### src/rtl/fetch_queue.sv
// Instruction fetch unit: sequential PC generator feeding an in-order prefetch FIFO toward decode.
// Define FETCH_QUEUE_BYPASS_EN to forward a response straight to decode when the queue is empty.
module fetch_queue #(
    parameter int               WIDTH       = 32,
    parameter int               INSTR_WIDTH = 32,
    parameter int               DEPTH       = 4,
    parameter int               STEP        = 4,
    parameter logic [WIDTH-1:0] RESET_PC    = {WIDTH{1'b0}}
) (
    input  logic                   clock,
    input  logic                   reset,
    input  logic                   redirect_valid,
    input  logic [WIDTH-1:0]       redirect_pc,
    output logic                   imem_req,
    output logic [WIDTH-1:0]       imem_addr,
    input  logic                   imem_ready,
    input  logic                   imem_rvalid,
    input  logic [INSTR_WIDTH-1:0] imem_rdata,
    output logic                   out_valid,
    input  logic                   out_ready,
    output logic [INSTR_WIDTH-1:0] out_instr,
    output logic [WIDTH-1:0]       out_pc,
    output logic [WIDTH-1:0]       out_pc_next
);

    localparam int               AW      = $clog2(DEPTH);
    localparam int               CW      = AW + 1;
    localparam logic [WIDTH-1:0] STEP_W  = WIDTH'(STEP);
    localparam logic [CW:0]      DEPTH_W = (CW + 1)'(DEPTH);

    typedef enum logic [1:0] {
        IDLE  = 2'd0,
        RUN   = 2'd1,
        DRAIN = 2'd2
    } state_t;

    state_t                 state_r, state_s;
    logic [WIDTH-1:0]       fetch_pc_r, fetch_pc_s;
    logic [INSTR_WIDTH-1:0] instr_q_r [DEPTH];
    logic [WIDTH-1:0]       pc_q_r [DEPTH];
    logic [AW-1:0]          rd_ptr_r, wr_ptr_r;
    logic [CW-1:0]          count_r, count_s, outst_r, outst_s;
    logic                   redirect_s, req_xfer_s, rsp_s, push_s, pop_s, pop_q_s, byp_s;
    logic [WIDTH-1:0]       rsp_pc_s, head_pc_s;

    // Handshakes, head selection and queue/counter/PC next values.
    always_comb begin
        redirect_s = redirect_valid && (state_r != IDLE);
        imem_req   = (state_r == RUN) && !redirect_s &&
                     (({1'b0, count_r} + {1'b0, outst_r}) < DEPTH_W);
        imem_addr  = fetch_pc_r;
        req_xfer_s = imem_req && imem_ready;
        rsp_s      = imem_rvalid && (outst_r != {CW{1'b0}});
        // Outstanding requests in RUN are the contiguous addresses just behind the fetch PC.
        rsp_pc_s   = fetch_pc_r - (WIDTH'(outst_r) * STEP_W);
`ifdef FETCH_QUEUE_BYPASS_EN
        byp_s      = (state_r == RUN) && !redirect_s && rsp_s && (count_r == {CW{1'b0}});
`else
        byp_s      = 1'b0;
`endif
        out_valid   = (count_r != {CW{1'b0}}) || byp_s;
        out_instr   = byp_s ? imem_rdata : instr_q_r[rd_ptr_r];
        head_pc_s   = byp_s ? rsp_pc_s : pc_q_r[rd_ptr_r];
        out_pc      = head_pc_s;
        out_pc_next = head_pc_s + STEP_W;
        pop_s      = out_valid && out_ready && !redirect_s;
        pop_q_s    = pop_s && !byp_s;
        push_s     = rsp_s && (state_r == RUN) && !redirect_s && !(byp_s && out_ready);
        outst_s    = outst_r + CW'(req_xfer_s) - CW'(rsp_s);
        if (redirect_s) begin
            count_s    = {CW{1'b0}};
            fetch_pc_s = redirect_pc;
        end else begin
            count_s = count_r + CW'(push_s) - CW'(pop_q_s);
            if (req_xfer_s) begin
                fetch_pc_s = fetch_pc_r + STEP_W;
            end else begin
                fetch_pc_s = fetch_pc_r;
            end
        end
    end

    // Next-state logic; stale responses after a redirect are drained before fetching resumes.
    always_comb begin
        state_s = state_r;
        case (state_r)
            IDLE: state_s = RUN;
            RUN: begin
                if (redirect_s && (outst_s != {CW{1'b0}})) begin
                    state_s = DRAIN;
                end else begin
                    state_s = RUN;
                end
            end
            DRAIN: begin
                if (outst_s == {CW{1'b0}}) begin
                    state_s = RUN;
                end else begin
                    state_s = DRAIN;
                end
            end
            default: state_s = IDLE;
        endcase
    end

    // State, counters, pointers and queue storage.
    always_ff @(posedge clock or negedge reset) begin
        if (!reset) begin
            state_r    <= IDLE;
            fetch_pc_r <= RESET_PC;
            count_r    <= {CW{1'b0}};
            outst_r    <= {CW{1'b0}};
            rd_ptr_r   <= {AW{1'b0}};
            wr_ptr_r   <= {AW{1'b0}};
            for (int i = 0; i < DEPTH; i++) begin
                instr_q_r[i] <= {INSTR_WIDTH{1'b0}};
                pc_q_r[i]    <= RESET_PC;
            end
        end else begin
            state_r    <= state_s;
            fetch_pc_r <= fetch_pc_s;
            count_r    <= count_s;
            outst_r    <= outst_s;
            if (redirect_s) begin
                wr_ptr_r <= rd_ptr_r;
            end else if (push_s) begin
                wr_ptr_r <= wr_ptr_r + AW'(1);
            end else begin
                wr_ptr_r <= wr_ptr_r;
            end
            if (pop_q_s) begin
                rd_ptr_r <= rd_ptr_r + AW'(1);
            end else begin
                rd_ptr_r <= rd_ptr_r;
            end
            if (push_s) begin
                instr_q_r[wr_ptr_r] <= imem_rdata;
                pc_q_r[wr_ptr_r]    <= rsp_pc_s;
            end
        end
    end

endmodule
### config.mk
export PLATFORM = sky130hd
export DESIGN_NAME = fetch_queue
export DESIGN_NICKNAME = d
export VERILOG_FILES = /design/src/rtl/fetch_queue.sv
export SDC_FILE = /design/constraint.sdc
export NUM_CORES = 1
export LEC_CHECK = 0
export ABC_AREA = 1
export BUFFER_PORTS_ARGS = -buffer_cell sky130_fd_sc_hd__clkbuf_2
export CAP_MARGIN = 20
export CORE_MARGIN = 2
export CORE_UTILIZATION = 38
export CTS_BUF_LIST = sky130_fd_sc_hd__clkbuf_4 sky130_fd_sc_hd__clkbuf_8 sky130_fd_sc_hd__clkbuf_16
export CTS_CLUSTER_DIAMETER = 60
export DETAILED_ROUTE_END_ITERATION = 16
export PLACE_DENSITY = 0.6
export SETUP_SLACK_MARGIN = 0.05
export SYNTH_ARGS = -nofsm -noshare
export SYNTH_HDL_FRONTEND = slang
export SYNTH_SLANG_ARGS = --single-unit
### constraint.sdc
create_clock -name clock -period 3.15 [get_ports clock]
set_input_delay 0 -clock clock [delete_from_list [all_inputs] [get_ports clock]]
set_output_delay 0 -clock clock [all_outputs]
set_load 0.005 [all_outputs]
==> metrics.txt, run 1 <==
total placed instance area=18300 um^2; top cell type's share of synthesized area=44.57%; remaining antenna violation count after routing=0; classification of the worst setup path=register to primary output; number of violations reported at the end of detailed-routing iteration 0=1337; Yosys warnings=0; highest fanout seen on the critical path=14; share of post-route cells with drive strength above 1=13.64%; placed wire-length estimate after detailed placement=between 30000 and 40000 um; routed wire length per instance=16.87 um; total power per unit cell area=1071 nW/um^2; net count after synthesis=2500; worst setup skew after layout=14.99 ps; average instance area after synthesis=~7 um^2; hold slack final=81.93 ps; part of the power in the clock network=18.8%; total of endpoints with negative setup slack in the final report=0; total leakage power=between 10 and 15 nW; max-capacitance violation count=0; number of search-and-repair iterations in the first detailed-routing pass=6; total length of routed wires=54770 um; overflow left after global routing=0; height of the die=between 200 and 250 um; clock buffer depth=3; net load switching power=9.961 mW; cell internal power dissipation=11.65 mW; flop and latch count out of synthesis=300; combinational group share of total power=48.8%; most used cells in the layout excluding fill and tap cells=sky130_fd_sc_hd__nand2_1, sky130_fd_sc_hd__dfrtp_1, sky130_fd_sc_hd__nor2_1, sky130_fd_sc_hd__clkbuf_2, sky130_fd_sc_hd__o21ai_0; TritonCTS clock tree=built; via total after detailed routing=16546; Worst Setup Slack, final=285.5 ps; Final Cycle Share=90.94%; Core Rows=77; register area share after synthesis=44.57%; clock root buffer master=sky130_fd_sc_hd__clkbuf_16; peak clock frequency supported by timing=between 0.3 and 0.4 GHz; peak supply drop=between 0.4 and 0.5 mV; result of the run=complete, no violations; worst-skew pair later-pin latency=530 ps; starting density of the core=between 30% and 40%; largest net degree at the start of global routing=103; via count of the first global-routing pass=approximately 16000; Cells after Synth=2412; H-tree level count=2; final std cell area, no fill=20180 um^2; post-synthesis cell area=approximately 17000 um^2; net count reported at finish=2718; worst min path class=primary input to asynchronous set/reset pin; area enclosed by the die boundary=about 46000 um^2; wire length of the first global-routing pass=~90000 um; WP data required=3150 ps; detail-routed via count per cell=between 5 and 6; Synth-to-Final Area Change=19.78%; x dimension of the die=214.5 um; ant diodes=0; count of pins on the block boundary=200; initial antenna violation count=0; filler cell count=4480; shortest clock period the worst path allows after layout=2864 ps; relative max-transition margin=39.75%; RSZ-0062 raised after global routing=false; core footprint=44030 um^2; kind of end point of the critical path=primary output; number of clock buffers inserted by TritonCTS=36; number of buffers inserted by port buffering=between 150 and 200; number of unique standard cell types used by synthesis=40; cell taking the most area after synthesis=sky130_fd_sc_hd__dfrtp_1; fraction of power spent switching nets=46.09%; measured slew at the worst slew-check pin=903.7 ps; number of design rule violations left after detail routing=0; most common cell after layout, fill and taps aside=sky130_fd_sc_hd__nand2_1; final-report max-slew violation count=0; Placement Setup Slack=553.8 ps; element type at the critical path start=register; number of sinks driven by the clock tree=300; global-route usage over all layers=23.59%; Reg clk slew, reported paths=60 ps; leading post-synthesis cells by cell area=sky130_fd_sc_hd__dfrtp_1, sky130_fd_sc_hd__nand2_1, sky130_fd_sc_hd__nor2_1, sky130_fd_sc_hd__nand3_1, sky130_fd_sc_hd__o21ai_0; sequential share of power=32.4%; Crit path arrival time=2860 ps; final estimated routing congestion in global placement=0.9105; final setup TNS=0 ps; Final Hold Viols=0
synthesized netlist by cell type:
library cell / number
sky130_fd_sc_hd__nor3_2: 2
sky130_fd_sc_hd__a22oi_1: 2
sky130_fd_sc_hd__buf_6: 10
sky130_fd_sc_hd__nand2_4: 3
sky130_fd_sc_hd__o211ai_1: 5
sky130_fd_sc_hd__xnor2_1: 3
sky130_fd_sc_hd__nand3_2: 2
sky130_fd_sc_hd__o311ai_0: 1
sky130_fd_sc_hd__nor2_4: 13
sky130_fd_sc_hd__and3_1: 1
sky130_fd_sc_hd__inv_12: 1
sky130_fd_sc_hd__ha_1: 15
sky130_fd_sc_hd__o22ai_1: 37
sky130_fd_sc_hd__clkbuf_1: 57
sky130_fd_sc_hd__nor2_1: 235
sky130_fd_sc_hd__dfrtp_1: 300
sky130_fd_sc_hd__a32oi_1: 1
sky130_fd_sc_hd__a21boi_0: 1
sky130_fd_sc_hd__a31oi_1: 2
sky130_fd_sc_hd__nand4_1: 14
sky130_fd_sc_hd__buf_1: 1
sky130_fd_sc_hd__nand2_2: 21
sky130_fd_sc_hd__nand3_1: 143
sky130_fd_sc_hd__nor2_2: 10
sky130_fd_sc_hd__fa_1: 3
sky130_fd_sc_hd__o221ai_1: 1
sky130_fd_sc_hd__o21ai_1: 6
sky130_fd_sc_hd__o21ai_0: 143
sky130_fd_sc_hd__buf_8: 2
sky130_fd_sc_hd__inv_1: 105
sky130_fd_sc_hd__xor2_1: 40
sky130_fd_sc_hd__a21oi_1: 15
sky130_fd_sc_hd__nor3_1: 13
sky130_fd_sc_hd__o31a_1: 1
sky130_fd_sc_hd__nand2_1: 1140
sky130_fd_sc_hd__inv_2: 10
sky130_fd_sc_hd__buf_4: 9
sky130_fd_sc_hd__buf_2: 41
sky130_fd_sc_hd__nand3b_1: 2
sky130_fd_sc_hd__or2_2: 1
timing repair:
action / 4_1_cts / 5_1_grt
hold buffers: 69 / 0
setup endpoints to repair: 0 / 19
setup buffers: 0 / 1
endpoints found under the hold margin: 260 / 0
resized for setup: 0 / 4
worst paths after layout:
check	startpoint	cells after the start	slack, ps	to
hold reg to reg	instr_q_r[40]	2	470	instr_q_r[40]
setup reg to reg	outst_r[2]	12	550	state_r[0]
setup / recovery	rd_ptr_r[0]	11	290	out_pc_next[12]
hold / removal	reset	2	80	imem_addr[22]
max in group asynchronous	reset	3	2070	instr_q_r[52]
min in group clock	redirect_pc[0]	4	230	imem_addr[0]
cell families (layout without fill, tap and decap cells):
family / count (synthesis) / count (layout) / share of synthesized area [%]
and+or+nand+nor: 1600 / 1600 / 38.42
DFF: 300 / 300 / 44.57
xor gates and xnor gates: 43 / 43 / 2.236
AOI/OAI and AO/OA: 215 / 215 / 6.886
buffers and inverters: 236 / 478 / 6.418
adders and majority gates: 18 / 18 / 1.471
worst max-delay path, cell delays in order, from the launching register on:
cell and delay, ps:
sky130_fd_sc_hd__dfrtp_4 600, sky130_fd_sc_hd__buf_6 210, sky130_fd_sc_hd__o21ai_2 210, sky130_fd_sc_hd__nand2_2 130
sky130_fd_sc_hd__inv_2 120, sky130_fd_sc_hd__ha_1 280, sky130_fd_sc_hd__nand2_1 100, sky130_fd_sc_hd__nor2_2 150
sky130_fd_sc_hd__nand2_2 100, sky130_fd_sc_hd__nor2_4 140, sky130_fd_sc_hd__xor2_1 160, sky130_fd_sc_hd__clkbuf_2 130
stage by stage:
| step | total power [mW] | util [%] | std cells |
|---|---|---|---|
| 2_1_floorplan | 13.47 | - | 2412 |
| 4_1_cts | 21.62 | 45.77 | 3245 |
| 3_3_place_gp | 17.19 | 41.57 | 3114 |
| 5_1_grt | 23.41 | 45.82 | 3246 |
| 6_report | 21.61 | 45.82 | 3246 |
| 3_5_place_dp | 17.42 | 41.57 | 3114 |
power groups by stage:
stage,sequential (mW),combinational [mW],clock [mW]
finish,6.99,10.6,4.06
detailed placement,7.03,10.4,0
global route,7.23,11.9,4.32
global placement,6.98,10.2,0
CTS,6.98,10.5,4.15
floorplan,6.54,6.93,0
cell type report:
class,instances,area (um^2),share of cell area (%)
sequential,300,7512,37.23
timing repair buffer,300,2044,10.13
inverter,116,451.7,2.239
multi-input combinational,1876,8269,40.99
tap,592,740.7,3.671
clock buffer,54,1104,5.470
clock inverter,8,53.80,0.2667
flip-flops by register name (all words and copies together) (netlist names):
signal	count
wr_ptr_r	2
state_r	2
instr_q_r	128
rd_ptr_r	2
outst_r	3
pc_q_r	128
imem_addr	32
count_r	3
routing by layer:
metal	share of wire, %	up-vias	track usage [%]	wire (um)
met1	45	7900	33.38	24910
met4	2.1	0	6.296	1125
li1	-	8000	-	-
met2	46	563	38.38	25360
met5	0	-	0	0
met3	6.2	83	2.738	3374
(Power assumes the default switching activity.)
==> run 2: changes to the inputs <==
REMOVE_ABC_BUFFERS = 1   (was default)
==> metrics.txt, run 2 (synthesis gave the netlist of run 1 again) <==
Reg clk slew, reported paths=60 ps (about the same); count of pins on the block boundary=200 (unchanged); most used cells in the layout excluding fill and tap cells=sky130_fd_sc_hd__nand2_1, sky130_fd_sc_hd__dfrtp_1, sky130_fd_sc_hd__nor2_1, sky130_fd_sc_hd__clkbuf_2, sky130_fd_sc_hd__o21ai_0; worst-skew pair later-pin latency=560 ps (+30 ps); detail-routed via count per cell=5.068 (-0.58%); net count reported at finish=2724 (+0.22%); Core Rows=77 (unchanged); core occupancy in the finished layout=46.31% (+0.49 points); number of search-and-repair iterations in the first detailed-routing pass=5 (-1); RSZ-0062 raised after global routing=false; shortest clock period the worst path allows after layout=2897 ps (+32.61 ps); clock buffer depth=3 (unchanged); final non-filler cell total=3256 (+0.31%); most common cell after layout, fill and taps aside=sky130_fd_sc_hd__nand2_1; largest incremental delay on the critical path=460 ps (-140 ps); number of clock buffers inserted by TritonCTS=37 (+2.8%); worst setup skew after layout=20.93 ps (+5.940 ps); power after layout=22.41 mW (+3.7%); global-route usage over all layers=24.71% (+1.1 points); H-tree level count=2 (unchanged); classification of the worst setup path=register to primary output; peak clock frequency supported by timing=0.3452 GHz (-1.1%); element type at the critical path start=register; WP data required=3150 ps (about the same); ant diodes=0 (unchanged); final estimated routing congestion in global placement=0.9193 (+0.97%); number of violations reported at the end of detailed-routing iteration 0=1271 (-4.9%); total leakage power=10.59 nW (+0.93%); routed wire length per instance=17.45 um (+3.4%); total length of routed wires=56820 um (+3.8%); result of the run=complete, no violations; total of endpoints with negative setup slack in the final report=0 (unchanged); overflow left after global routing=0 (unchanged); final-report max-slew violation count=0 (unchanged); number of buffers inserted by port buffering=199 (unchanged); x dimension of the die=214.5 um (unchanged); worst min path class=primary input to asynchronous set/reset pin; total power per unit cell area=1099 nW/um^2 (+2.6%); max-capacitance violation count=0 (unchanged); final std cell area, no fill=20390 um^2 (+1.1%); hold slack final=6.572 ps (-75.35 ps); share of post-route cells with drive strength above 1=13.93% (+0.29 points); peak supply drop=0.4611 mV (+2.0%); via total after detailed routing=16500 (-0.28%); Final Cycle Share=91.97% (+1.0 points); via count of the first global-routing pass=16152 (+0.34%); filler cell count=4539 (+1.3%); final setup TNS=0 ps (unchanged); Final Hold Viols=0 (unchanged); number of design rule violations left after detail routing=0 (unchanged); wire length of the first global-routing pass=90000 um (+2.5%); area enclosed by the die boundary=46030 um^2 (unchanged); total placed instance area=18290 um^2 (about the same); cell with the largest stage delay on the worst path=sky130_fd_sc_hd__buf_6; placed cells=3116 (+0.064%); TritonCTS clock tree=built; measured slew at the worst slew-check pin=962.0 ps (+58.21 ps); height of the die=214.5 um (unchanged); core footprint=44030 um^2 (unchanged); starting density of the core=38.26% (unchanged); placed wire-length estimate after detailed placement=37280 um (+4.7%); Crit path arrival time=2900 ps (+40 ps); kind of end point of the critical path=primary output; Worst Setup Slack, final=252.9 ps (-32.61 ps); remaining antenna violation count after routing=0 (unchanged); initial antenna violation count=0 (unchanged); highest fanout seen on the critical path=62 (+48); Synth-to-Final Area Change=21.06%; relative max-transition margin=35.87% (-3.9 points); clock root buffer master=sky130_fd_sc_hd__clkbuf_16; cell-by-cell trace of the critical path=inv_2 -> buf_6 -> nand2_1 -> nand2_1 -> nand2_1 -> nor2_1 -> nand2_1 -> nor2_1 -> nand2_1 -> nand2_1 -> nand2_1 -> clkbuf_2; most frequent cell on the critical path=sky130_fd_sc_hd__nand2_1; Placement Setup Slack=532.8 ps (-20.99 ps); largest net degree at the start of global routing=84 (-18%); total buffers and inverters traversed by the critical path=3 (unchanged); critical path's top delay family=simple AND/OR/NAND/NOR gates; number of sinks driven by the clock tree=300 (unchanged)
-- run 2: cell type report --
| class | count | area, um^2 | share of cell area, % |
|---|---|---|---|
| inverter | 116 | 451.7 | 2.215 |
| clock inverter | 16 | 225.2 | 1.104 |
| multi-input combinational | 1876 | 8265 | 40.54 |
| tap | 592 | 740.7 | 3.633 |
| timing repair buffer | 305 | 2086 | 10.23 |
| clock buffer | 51 | 1110 | 5.443 |
| sequential | 300 | 7512 | 36.84 |
-- run 2: routing by layer --
| metal | global-route usage, % | vias to the layer above | wire length [um] |
|---|---|---|---|
| met5 | 0 | - | 0 |
| met1 | 32.92 | 7806 | 25010 |
| met3 | 5.220 | 122 | 3904 |
| met2 | 39.62 | 553 | 25870 |
| met4 | 9.213 | 0 | 2037 |
| li1 | - | 8019 | - |
-- run 2: path summary, 6_finish.rpt --
path                       slack (ps)           start         endpoint  cells past startpoint
max                               250     rd_ptr_r[1]  out_pc_next[28]                     12
min                                 7           reset    imem_addr[23]                      2
max reg2reg                       490      outst_r[2]       state_r[0]                     11
min reg2reg                       460   instr_q_r[73]    instr_q_r[73]                      2
max in group asynchronous        2210           reset    instr_q_r[26]                      3
min in group clock                210  redirect_pc[1]     imem_addr[1]                      4
-- run 2: timing repair --
action,CTS,global route
hold endpoints to repair,243,0
endpoints found under the setup margin,10,21
resized for setup,0,4
hold buffers,69,0
setup buffers,1,3
pin swaps,0,0
-- run 2: worst reg2reg max path: cells and delay by family, from the launching register on --
family	cells	cell delay [ps]
AND/OR/NAND/NOR	3	560
buffers and inverters	2	100
XOR/XNOR	1	230
flip-flops	1	420
AO/OA/AOI/OAI	1	140
adder cells (fa/ha/maj)	4	1110
-- run 2: power by group --
group          internal, mW  switching, mW
logic                  3.66           7.14
registers              5.64           1.31
clock network          2.89           1.76
total                  12.2           10.2
